==> config.mk <==
export PLATFORM = sky130hd
export DESIGN_NAME = aes_byte_framer
export DESIGN_NICKNAME = d
export VERILOG_FILES = /design/src/rtl/aes_byte_framer_pkg.sv /design/src/rtl/aes_byte_framer.sv
export SDC_FILE = /design/constraint.sdc
export NUM_CORES = 1
export LEC_CHECK = 0
export ABC_CLOCK_PERIOD_IN_PS = 6100
export CAP_MARGIN = 20
export CORE_ASPECT_RATIO = 0.6
export CORE_MARGIN = 2
export CORE_UTILIZATION = 50
export CTS_CLUSTER_DIAMETER = 200
export DETAILED_ROUTE_END_ITERATION = 10
export PLACE_DENSITY = 0.84
export RECOVER_POWER = 25
export SYNTH_ARGS = -nofsm -noshare
export SYNTH_HDL_FRONTEND = slang
export SYNTH_SLANG_ARGS = --single-unit
export TNS_END_PERCENT = 30
==> constraint.sdc <==
create_clock -name clk -period 6.1 [get_ports clk]
set_clock_uncertainty 0.15 [all_clocks]
set_input_delay 1.83 -clock clk [delete_from_list [all_inputs] [get_ports clk]]
set_output_delay 1.83 -clock clk [all_outputs]
set_load 0.01 [all_outputs]
==> src/rtl/aes_byte_framer_pkg.sv <==
// ---------------------------------------------------------------------------
// aes_frame_pkg
// Shared definitions for the AES byte framer: the framer state encoding,
// the two command bytes recognised on the receive stream, and a helper
// that picks one byte out of a 128-bit block in MSB-first order.
// ---------------------------------------------------------------------------
package aes_frame_pkg;

  typedef enum logic [2:0] {
    IDLE      = 3'd0,
    LOAD_KEY  = 3'd1,
    LOAD_CIPH = 3'd2,
    START     = 3'd3,
    WAIT      = 3'd4,
    SEND      = 3'd5
  } state_e;

  localparam logic [7:0] CMD_KEY    = 8'h4B;  // 'K'
  localparam logic [7:0] CMD_CIPHER = 8'h43;  // 'C'

  // Byte idx of a block, idx 0 = bits [127:120], idx 15 = bits [7:0].
  // ~idx * 8 maps 0..15 onto bit offsets 120..0.
  function automatic logic [7:0] block_byte(input logic [127:0] blk,
                                            input logic [3:0]   idx);
    logic [6:0] base;
    base = {~idx, 3'b000};
    return blk[base +: 8];
  endfunction

endpackage

==> src/rtl/aes_byte_framer.sv <==
// ---------------------------------------------------------------------------
// aes_byte_framer
// Byte-stream front end for the AES-128 decryption controller. Collects a
// 16-byte key ('K' command) and a 16-byte ciphertext ('C' command) from the
// I2C slave, pulses start, waits for done, and streams the 16 plaintext
// bytes back out on a valid/ready interface (MSB byte first).
//
// Ports
//   clk       clock, posedge
//   rst       asynchronous active-low reset
//   rx_data   received byte          rx_valid / rx_ready  receive handshake
//   tx_data   result byte            tx_valid / tx_ready  transmit handshake
//   chave     key to the controller  cifra  ciphertext to the controller
//   start     one-cycle launch pulse
//   palavra   plaintext, valid while done = 1
//   done      decryption complete
//   busy      high whenever the framer is not IDLE
//   err       sticky error, cleared by the next accepted command byte
// ---------------------------------------------------------------------------
module aes_byte_framer
  import aes_frame_pkg::*;
#(
  parameter int NBYTES  = 16,
  parameter int TIMEOUT = 1023
) (
  input  logic         clk,
  input  logic         rst,
  input  logic [7:0]   rx_data,
  input  logic         rx_valid,
  output logic         rx_ready,
  output logic [7:0]   tx_data,
  output logic         tx_valid,
  input  logic         tx_ready,
  output logic [127:0] chave,
  output logic [127:0] cifra,
  output logic         start,
  input  logic [127:0] palavra,
  input  logic         done,
  output logic         busy,
  output logic         err
);

  localparam int             TW       = $clog2(TIMEOUT + 1);
  localparam logic [3:0]     LAST_IDX = 4'(NBYTES - 1);
  // Abort is decided one cycle early so err appears exactly TIMEOUT cycles
  // after the start pulse.
  localparam logic [TW-1:0]  TMO_LAST = TW'(TIMEOUT - 1);

  state_e         state_q,    state_d;
  logic [3:0]     idx_q,      idx_d;
  logic [TW-1:0]  tmo_q,      tmo_d;
  logic [127:0]   chave_q,    chave_d;
  logic [127:0]   cifra_q,    cifra_d;
  logic [127:0]   result_q,   result_d;
  logic           key_ok_q,   key_ok_d;
  logic           err_q,      err_d;
  logic           tx_valid_q, tx_valid_d;
  logic [7:0]     tx_data_q,  tx_data_d;
  logic           start_q,    start_d;
  logic           busy_q,     busy_d;
  logic           rx_ready_q, rx_ready_d;

  logic           rx_fire_s;
  logic           tx_fire_s;

  assign rx_fire_s = rx_valid & rx_ready_q;
  assign tx_fire_s = tx_valid_q & tx_ready;

  // Next-state and datapath decode for the framer FSM.
  always_comb begin
    state_d    = state_q;
    idx_d      = idx_q;
    tmo_d      = tmo_q;
    chave_d    = chave_q;
    cifra_d    = cifra_q;
    result_d   = result_q;
    key_ok_d   = key_ok_q;
    err_d      = err_q;
    tx_valid_d = tx_valid_q;
    tx_data_d  = tx_data_q;

    case (state_q)
      IDLE: begin
        if (rx_fire_s) begin
          if (rx_data == CMD_KEY) begin
            state_d  = LOAD_KEY;
            idx_d    = 4'd0;
            key_ok_d = 1'b0;
            err_d    = 1'b0;
          end else if (rx_data == CMD_CIPHER) begin
            state_d  = LOAD_CIPH;
            idx_d    = 4'd0;
            err_d    = 1'b0;
          end else begin
            err_d    = 1'b1;
          end
        end else begin
          state_d = IDLE;
        end
      end

      LOAD_KEY: begin
        if (rx_fire_s) begin
          chave_d = {chave_q[119:0], rx_data};
          if (idx_q == LAST_IDX) begin
            key_ok_d = 1'b1;
            idx_d    = 4'd0;
            state_d  = IDLE;
          end else begin
            idx_d    = idx_q + 4'd1;
          end
        end else begin
          state_d = LOAD_KEY;
        end
      end

      LOAD_CIPH: begin
        if (rx_fire_s) begin
          cifra_d = {cifra_q[119:0], rx_data};
          if (idx_q == LAST_IDX) begin
            idx_d = 4'd0;
            if (key_ok_q) begin
              state_d = START;
              tmo_d   = '0;
            end else begin
              err_d   = 1'b1;
              state_d = IDLE;
            end
          end else begin
            idx_d = idx_q + 4'd1;
          end
        end else begin
          state_d = LOAD_CIPH;
        end
      end

      START: begin
        // The start cycle itself counts toward the timeout.
        state_d = WAIT;
        tmo_d   = TW'(1);
      end

      WAIT: begin
        if (done) begin
          result_d   = palavra;
          tx_valid_d = 1'b1;
          tx_data_d  = block_byte(palavra, 4'd0);
          idx_d      = 4'd0;
          state_d    = SEND;
        end else if (tmo_q == TMO_LAST) begin
          err_d      = 1'b1;
          state_d    = IDLE;
        end else begin
          tmo_d      = tmo_q + TW'(1);
        end
      end

      SEND: begin
        if (tx_fire_s) begin
          if (idx_q == LAST_IDX) begin
            tx_valid_d = 1'b0;
            idx_d      = 4'd0;
            state_d    = IDLE;
          end else begin
            idx_d      = idx_q + 4'd1;
            tx_data_d  = block_byte(result_q, idx_q + 4'd1);
          end
        end else begin
          state_d = SEND;
        end
      end

      default: begin
        state_d = IDLE;
      end
    endcase
  end

  // Registered status outputs derived from the next state.
  always_comb begin
    start_d    = (state_d == START);
    busy_d     = (state_d != IDLE);
    rx_ready_d = (state_d == IDLE) || (state_d == LOAD_KEY) || (state_d == LOAD_CIPH);
  end

  // State and datapath registers.
  always_ff @(posedge clk or negedge rst) begin
    if (!rst) begin
      state_q    <= IDLE;
      idx_q      <= 4'd0;
      tmo_q      <= '0;
      chave_q    <= 128'd0;
      cifra_q    <= 128'd0;
      result_q   <= 128'd0;
      key_ok_q   <= 1'b0;
      err_q      <= 1'b0;
      tx_valid_q <= 1'b0;
      tx_data_q  <= 8'd0;
      start_q    <= 1'b0;
      busy_q     <= 1'b0;
      rx_ready_q <= 1'b1;
    end else begin
      state_q    <= state_d;
      idx_q      <= idx_d;
      tmo_q      <= tmo_d;
      chave_q    <= chave_d;
      cifra_q    <= cifra_d;
      result_q   <= result_d;
      key_ok_q   <= key_ok_d;
      err_q      <= err_d;
      tx_valid_q <= tx_valid_d;
      tx_data_q  <= tx_data_d;
      start_q    <= start_d;
      busy_q     <= busy_d;
      rx_ready_q <= rx_ready_d;
    end
  end

  assign chave    = chave_q;
  assign cifra    = cifra_q;
  assign start    = start_q;
  assign busy     = busy_q;
  assign err      = err_q;
  assign tx_valid = tx_valid_q;
  assign tx_data  = tx_data_q;
  assign rx_ready = rx_ready_q;

endmodule

==> flow_summary.ini, run 1 <==
[clock_tree]
clkSinkCount = 415
cts_setup_buffers = 0
htreeDepth = 2
path_clk_slew_ns = 0.06
cts-root-buf = clkbuf_16
cts_buffer_depth = 3
cts_tree = yes
post_cts_resized = 0
clk_latency_ns = 0.54
cts_hold_buf = 0
cts_made_buffers = 39

[status]
run_status = finished with violations
violations = max-capacitance violations, max-slew violations

[critical_path]
startpoint_type = input pin
cp_max_fo = 102
worst_path_largest_cell_delay_ns = 1.80
crit_family = buffers and inverters
cp.buffers_inverters = 2
crit_chain = clkbuf_2 -> buf_4
end_kind = async pin
crit_arrival_ns = 4.45
cp.required_ns = 6.58
cpMaxStageDelayCell = clkbuf_2
critPathKind = input pin to async pin

[drt]
ant_nets = 0
routed_wl_um = 44600
dr.pass1.iters = 6
drc = 0
num_vias = 11700
wire_per_inst_um = 20.2
vias_per_cell = 5.30
drt-initial-drc-count = 969

[yosys]
async_flop_share_pct = 100
yosys.area.top_type_share_pct = 61.5
synth_xor_area_share_pct = 0.357
synthMuxAreaShare_pct = 22.3
syn_area_sq_um = 16800
synth_compound_area_share_pct = 2.47
synth_warnings = 0
synth_seq_cells = 415
synth_edf_count = 0
avgSynthCellArea_sq_um = 12.7
ys_seq_area_share_pct = 61.7
ys_types = 49
syn-instance-count = 1326
yosysTopAreaCell = dfrtp_1
yosys.area_share.simple_pct = 10.9
syn_nets = 1470
yosysMostFrequentCell = dfrtp_1
synthTopCellsByArea = dfrtp_1 (62%), mux2_2 (17%), nand2_1 (9.0%), mux4_2 (4.3%), buf_2 (1.0%)
synth_flop_cell = dfrtp_1
synth_top_family_by_area = multiplexers
synth_fa_ha_area_share_pct = 0.223
synth_common_cells = dfrtp_1 (414), nand2_1 (403), mux2_2 (256), buf_2 (35), mux4_2 (32)

[finish]
final_nets = 1862
drive_gt1_share_pct = 21.2
area.growth.synth_to_final_pct = 34.3
n_fill_cell = 2350

[timing]
fin_crit_ns = 3.97
tightest_slew_ns = 2.61
fmax_mhz = 252
whs_ns = 0.323
fin_setup_tns_ns = 0
slew_viol_final = 100
finalHoldViolCount = 0
slew_headroom_pct = -74.2
finalSetupViolations = 0
grt_setup_unrepaired = no
finalCritPeriodShare_pct = 65.1

[floorplan]
io_pins = 410
rows = 52
die_w_um = 241
die_y_um = 146
die_area_sq_um = 35200
coreArea_sq_um = 33400
start_util_pct = 50.4

[global_route]
grtUsageTotal_pct = 25.3
antenna_found_initial = 3
grt_first_pass_wirelength_um = 68700
first_global_vias = 11800
grt_max_degree = 129
grt-ovfl-total = 0

[placed_design]
dp_hpwl_um = 31800
port_buffers = 409
place_congestion = 0.889

[hold_path]
hold_class = flip-flop to flip-flop

[pwr]
ir_drop_mv = 0.239
p_leak_nw = 10.8
power.density_nw_per_um2 = 379

[flow_run]
cap_violations = 1
[layout make-up]
class                      instances  area [sq um]  share of cell area, %
clock buffer                      57          1110                   4.93
antenna                            3          7.51                 0.0332
timing repair buffer             422          4240                   18.7
tap                              459           574                   2.54
sequential                       415         10400                   45.9
multi-input combinational        834          6150                   27.2
clock inverter                    11           129                  0.570
inverter                           6          22.5                 0.0995
[through the flow]
stage	setup slack [ns]	instances	instance area, sq um	total power [mW]	utilization, %
floorplan	2.88	1326	16800	5.18	-
global placement	1.73	2136	21400	6.09	63.9
detailed placement	1.72	2136	21400	6.20	63.9
CTS	2.25	2204	22600	8.62	67.7
global route	1.61	2207	22600	9.01	67.7
finish	2.13	2207	22600	8.56	67.7
[power by group]
part | leakage, nW | internal [mW] | switching [mW]
logic | 4.69 | 1.18 | 1.24
registers | 5.53 | 3.34 | 0.405
clock network | 0.603 | 1.36 | 1.03
total | 10.8 | 5.88 | 2.68
[flip-flops by register name, indices dropped and copies added, names as in the netlist]
signal,cells
tmo_q,10
key_ok_q,1
tx_valid,1
tx_data,8
start,1
busy,1
chave,128
cifra,128
result_q,128
rx_ready,1
idx_q,4
err,1
state_q,3
[path summary, 6_finish.rpt]
check,to,cells past startpoint,start,slack [ns]
max,cifra[69]$_DFFE_PN0P_,2,rst,2.13
min,result_q[33]$_DFFE_PN0P_,2,result_q[33]$_DFFE_PN0P_,0.32
max reg2reg,result_q[45]$_DFFE_PN0P_,5,state_q[0]$_DFF_PN0_,3.26
min reg2reg,result_q[33]$_DFFE_PN0P_,2,result_q[33]$_DFFE_PN0P_,0.32
max in group clk,key_ok_q$_DFFE_PN0P_,6,rx_data[7],2.21
min in group asynchronous,chave[101]$_DFFE_PN0P_,1,rst,1.94
[placed cells by master (no fill, tap or decap), types with 9 or more instances in the layout]
cell	instances
mux2_2	256
clkdlybuf4s50_1	407
nand2_1	402
nand3_1	9
a21oi_1	10
clkbuf_16	40
mux4_2	32
dfrtp_1	413
clkbuf_1	12
o21ai_0	11
mux2i_1	16
o221ai_1	9
nor2_1	17
buf_4	9
[per-layer routing]
metal | global-route usage, % | up-vias | part of all wire (%)
met1 | 34.2 | 5937 | 42
met5 | 0 | - | 0
met2 | 40.8 | 382 | 48
li1 | - | 5310 | -
met4 | 7.31 | 0 | 2.8
met3 | 6.35 | 59 | 7.2
[cell families (layout without fill, tap and decap cells)]
logic type,Yosys count,after routing
compound gates,59,59
xor+xnor,6,6
fa+ha+maj,3,3
other cells,0,3
buf+inv,77,496
simple gates,462,462
mux,304,304
flops,415,415
(Power assumes the default switching activity.)
==> run 2: changes to the inputs <==
- ABC_CLOCK_PERIOD_IN_PS: 6100 -> 3300
- CORE_UTILIZATION: 50 -> 45
- PLACE_DENSITY: 0.84 -> 0.8
- clock period: 6.1 -> 3.3 ns (I/O delays scaled with it)
==> run 2 against run 1 <==
  * The flow still finishes with violations (max-capacitance violations, max-slew violations)
  * Sequential cell count is the same
  * Routed wire length grew 1.7%
  * Non-clock buffer count grew 18
  * Global-route usage shrank 2.0 points
  * Highest routed layer unchanged
==> flow_summary.ini, run 2 (synthesis results as in run 1) <==
[status]
run_status = finished with violations
violations = max-capacitance violations, max-slew violations

[critical_path]
cp.required_ns = 2.16
crit_chain = clkdlybuf4s50_1
rr_worst_depth = 6
crit_family = flip-flops
end_kind = output port
crit_arrival_ns = 1.68
critPathKind = flip-flop to output port
cp.buffers_inverters = 1
worst_path_largest_cell_delay_ns = 0.58
cpMaxStageDelayCell = dfstp_2
cp.depth = 1
startpoint_type = flip-flop
cp_max_fo = 6

[placed_design]
port_buffers = 409
dp_hpwl_um = 32900
dpl-instance-area_sq_um = 21700
place_congestion = 0.906

[timing]
grt_setup_unrepaired = no
fmax_mhz = 355
finalSetupViolations = 0
slew_headroom_pct = -29.5
slew_viol_final = 64
finalHoldViolCount = 0
finalCritPeriodShare_pct = 85.3
fin_crit_ns = 2.82
tightest_slew_ns = 1.94
fin_setup_tns_ns = 0

[finish]
postLayoutCoreUtil_pct = 62.9
area.growth.synth_to_final_pct = 36.7
design_area_sq_um = 23000
final_nets = 1880
final_common_cell = dfrtp_1
layout_common_cells = dfrtp_1 (413), clkdlybuf4s50_1 (408), nand2_1 (402)
drive_gt1_share_pct = 22.4

[floorplan]
rows = 54
die_w_um = 254
start_util_pct = 46.0
die_y_um = 154
io_pins = 410
coreArea_sq_um = 36600
die_area_sq_um = 39000

[clock_tree]
post_cts_resized = 0
cts_hold_buf = 0
clkSinkCount = 415
cts_made_buffers = 39
path_clk_slew_ns = 0.06
htreeDepth = 2
cts_tree = yes
cts-root-buf = clkbuf_16
cts_buffer_depth = 3
clk_latency_ns = 0.54
cts_setup_buffers = 0

[global_route]
first_global_vias = 11900
grtUsageTotal_pct = 23.4
grt_most_used_layer = met2
antenna_found_initial = 3
use_met1_pct = 32.5
grt_util_met2_pct = 37.4
grt_first_pass_wirelength_um = 70500
grt-ovfl-total = 0
grt_max_degree = 129
grt_use_met3_pct = 4.05

[drt]
routed_wl_um = 45400
dr.pass1.iters = 4
wire_per_inst_um = 20.0
ant_nets = 0
drt-initial-drc-count = 907
drc = 0
num_vias = 11800
vias_per_cell = 5.21

[flow_run]
cap_violations = 1

[hold_path]
hold_class = flip-flop to flip-flop
min_path_cells = 2

[pwr]
p_leak_nw = 11.0
power.density_nw_per_um2 = 706
ir_drop_mv = 0.414
==> run 2: metal layers <==
metal | vias to the layer above | routed length, um
li1 | 5373 | -
met1 | 5977 | 19200
met2 | 396 | 22100
met3 | 89 | 2600
met4 | 0 | 1480
met5 | - | 0
==> run 2: final cells by class <==
class / instances / area [sq um]
Inverter: 6 / 22.5
Clock inverter: 20 / 283
Multi-Input combinational cell: 834 / 6150
Fill cell: 2737 / 13600
Clock buffer: 51 / 1080
Timing Repair Buffer: 440 / 4450
Sequential cell: 415 / 10400
Antenna cell: 3 / 7.51
Tap cell: 504 / 631
==> run 2: worst paths after layout <==
kind / slack [ns] / end / from
setup / recovery: 0.48 / rx_ready / rx_ready$_DFF_PN1_
hold / removal: 0.32 / result_q[46]$_DFFE_PN0P_ / result_q[46]$_DFFE_PN0P_
setup reg to reg: 0.91 / cifra[53]$_DFFE_PN0P_ / state_q[0]$_DFF_PN0_
hold reg to reg: 0.32 / result_q[46]$_DFFE_PN0P_ / result_q[46]$_DFFE_PN0P_
max in group asynchronous: 0.67 / chave[89]$_DFFE_PN0P_ / rst
min in group asynchronous: 0.85 / chave[10]$_DFFE_PN0P_ / rst
==> run 2: report_power, final <==
part	switching (mW)	internal, mW
Combinational	2.32	2.23
Sequential	0.749	6.17
Clock	1.97	2.81
==> run 2: per-stage QoR <==
stage / setup slack, ns / hold WS [ns] / instances / total power, mW
4_1_cts: 0.469 / 0.286 / 2270 / 16.4
6_report: 0.484 / 0.320 / 2273 / 16.3
3_3_place_gp: 0.0867 / 0.302 / 2199 / 11.4
5_1_grt: 0.275 / 0.343 / 2273 / 17.1
2_1_floorplan: 0.920 / 0.290 / 1326 / 9.57
3_5_place_dp: 0.119 / 0.307 / 2199 / 11.6
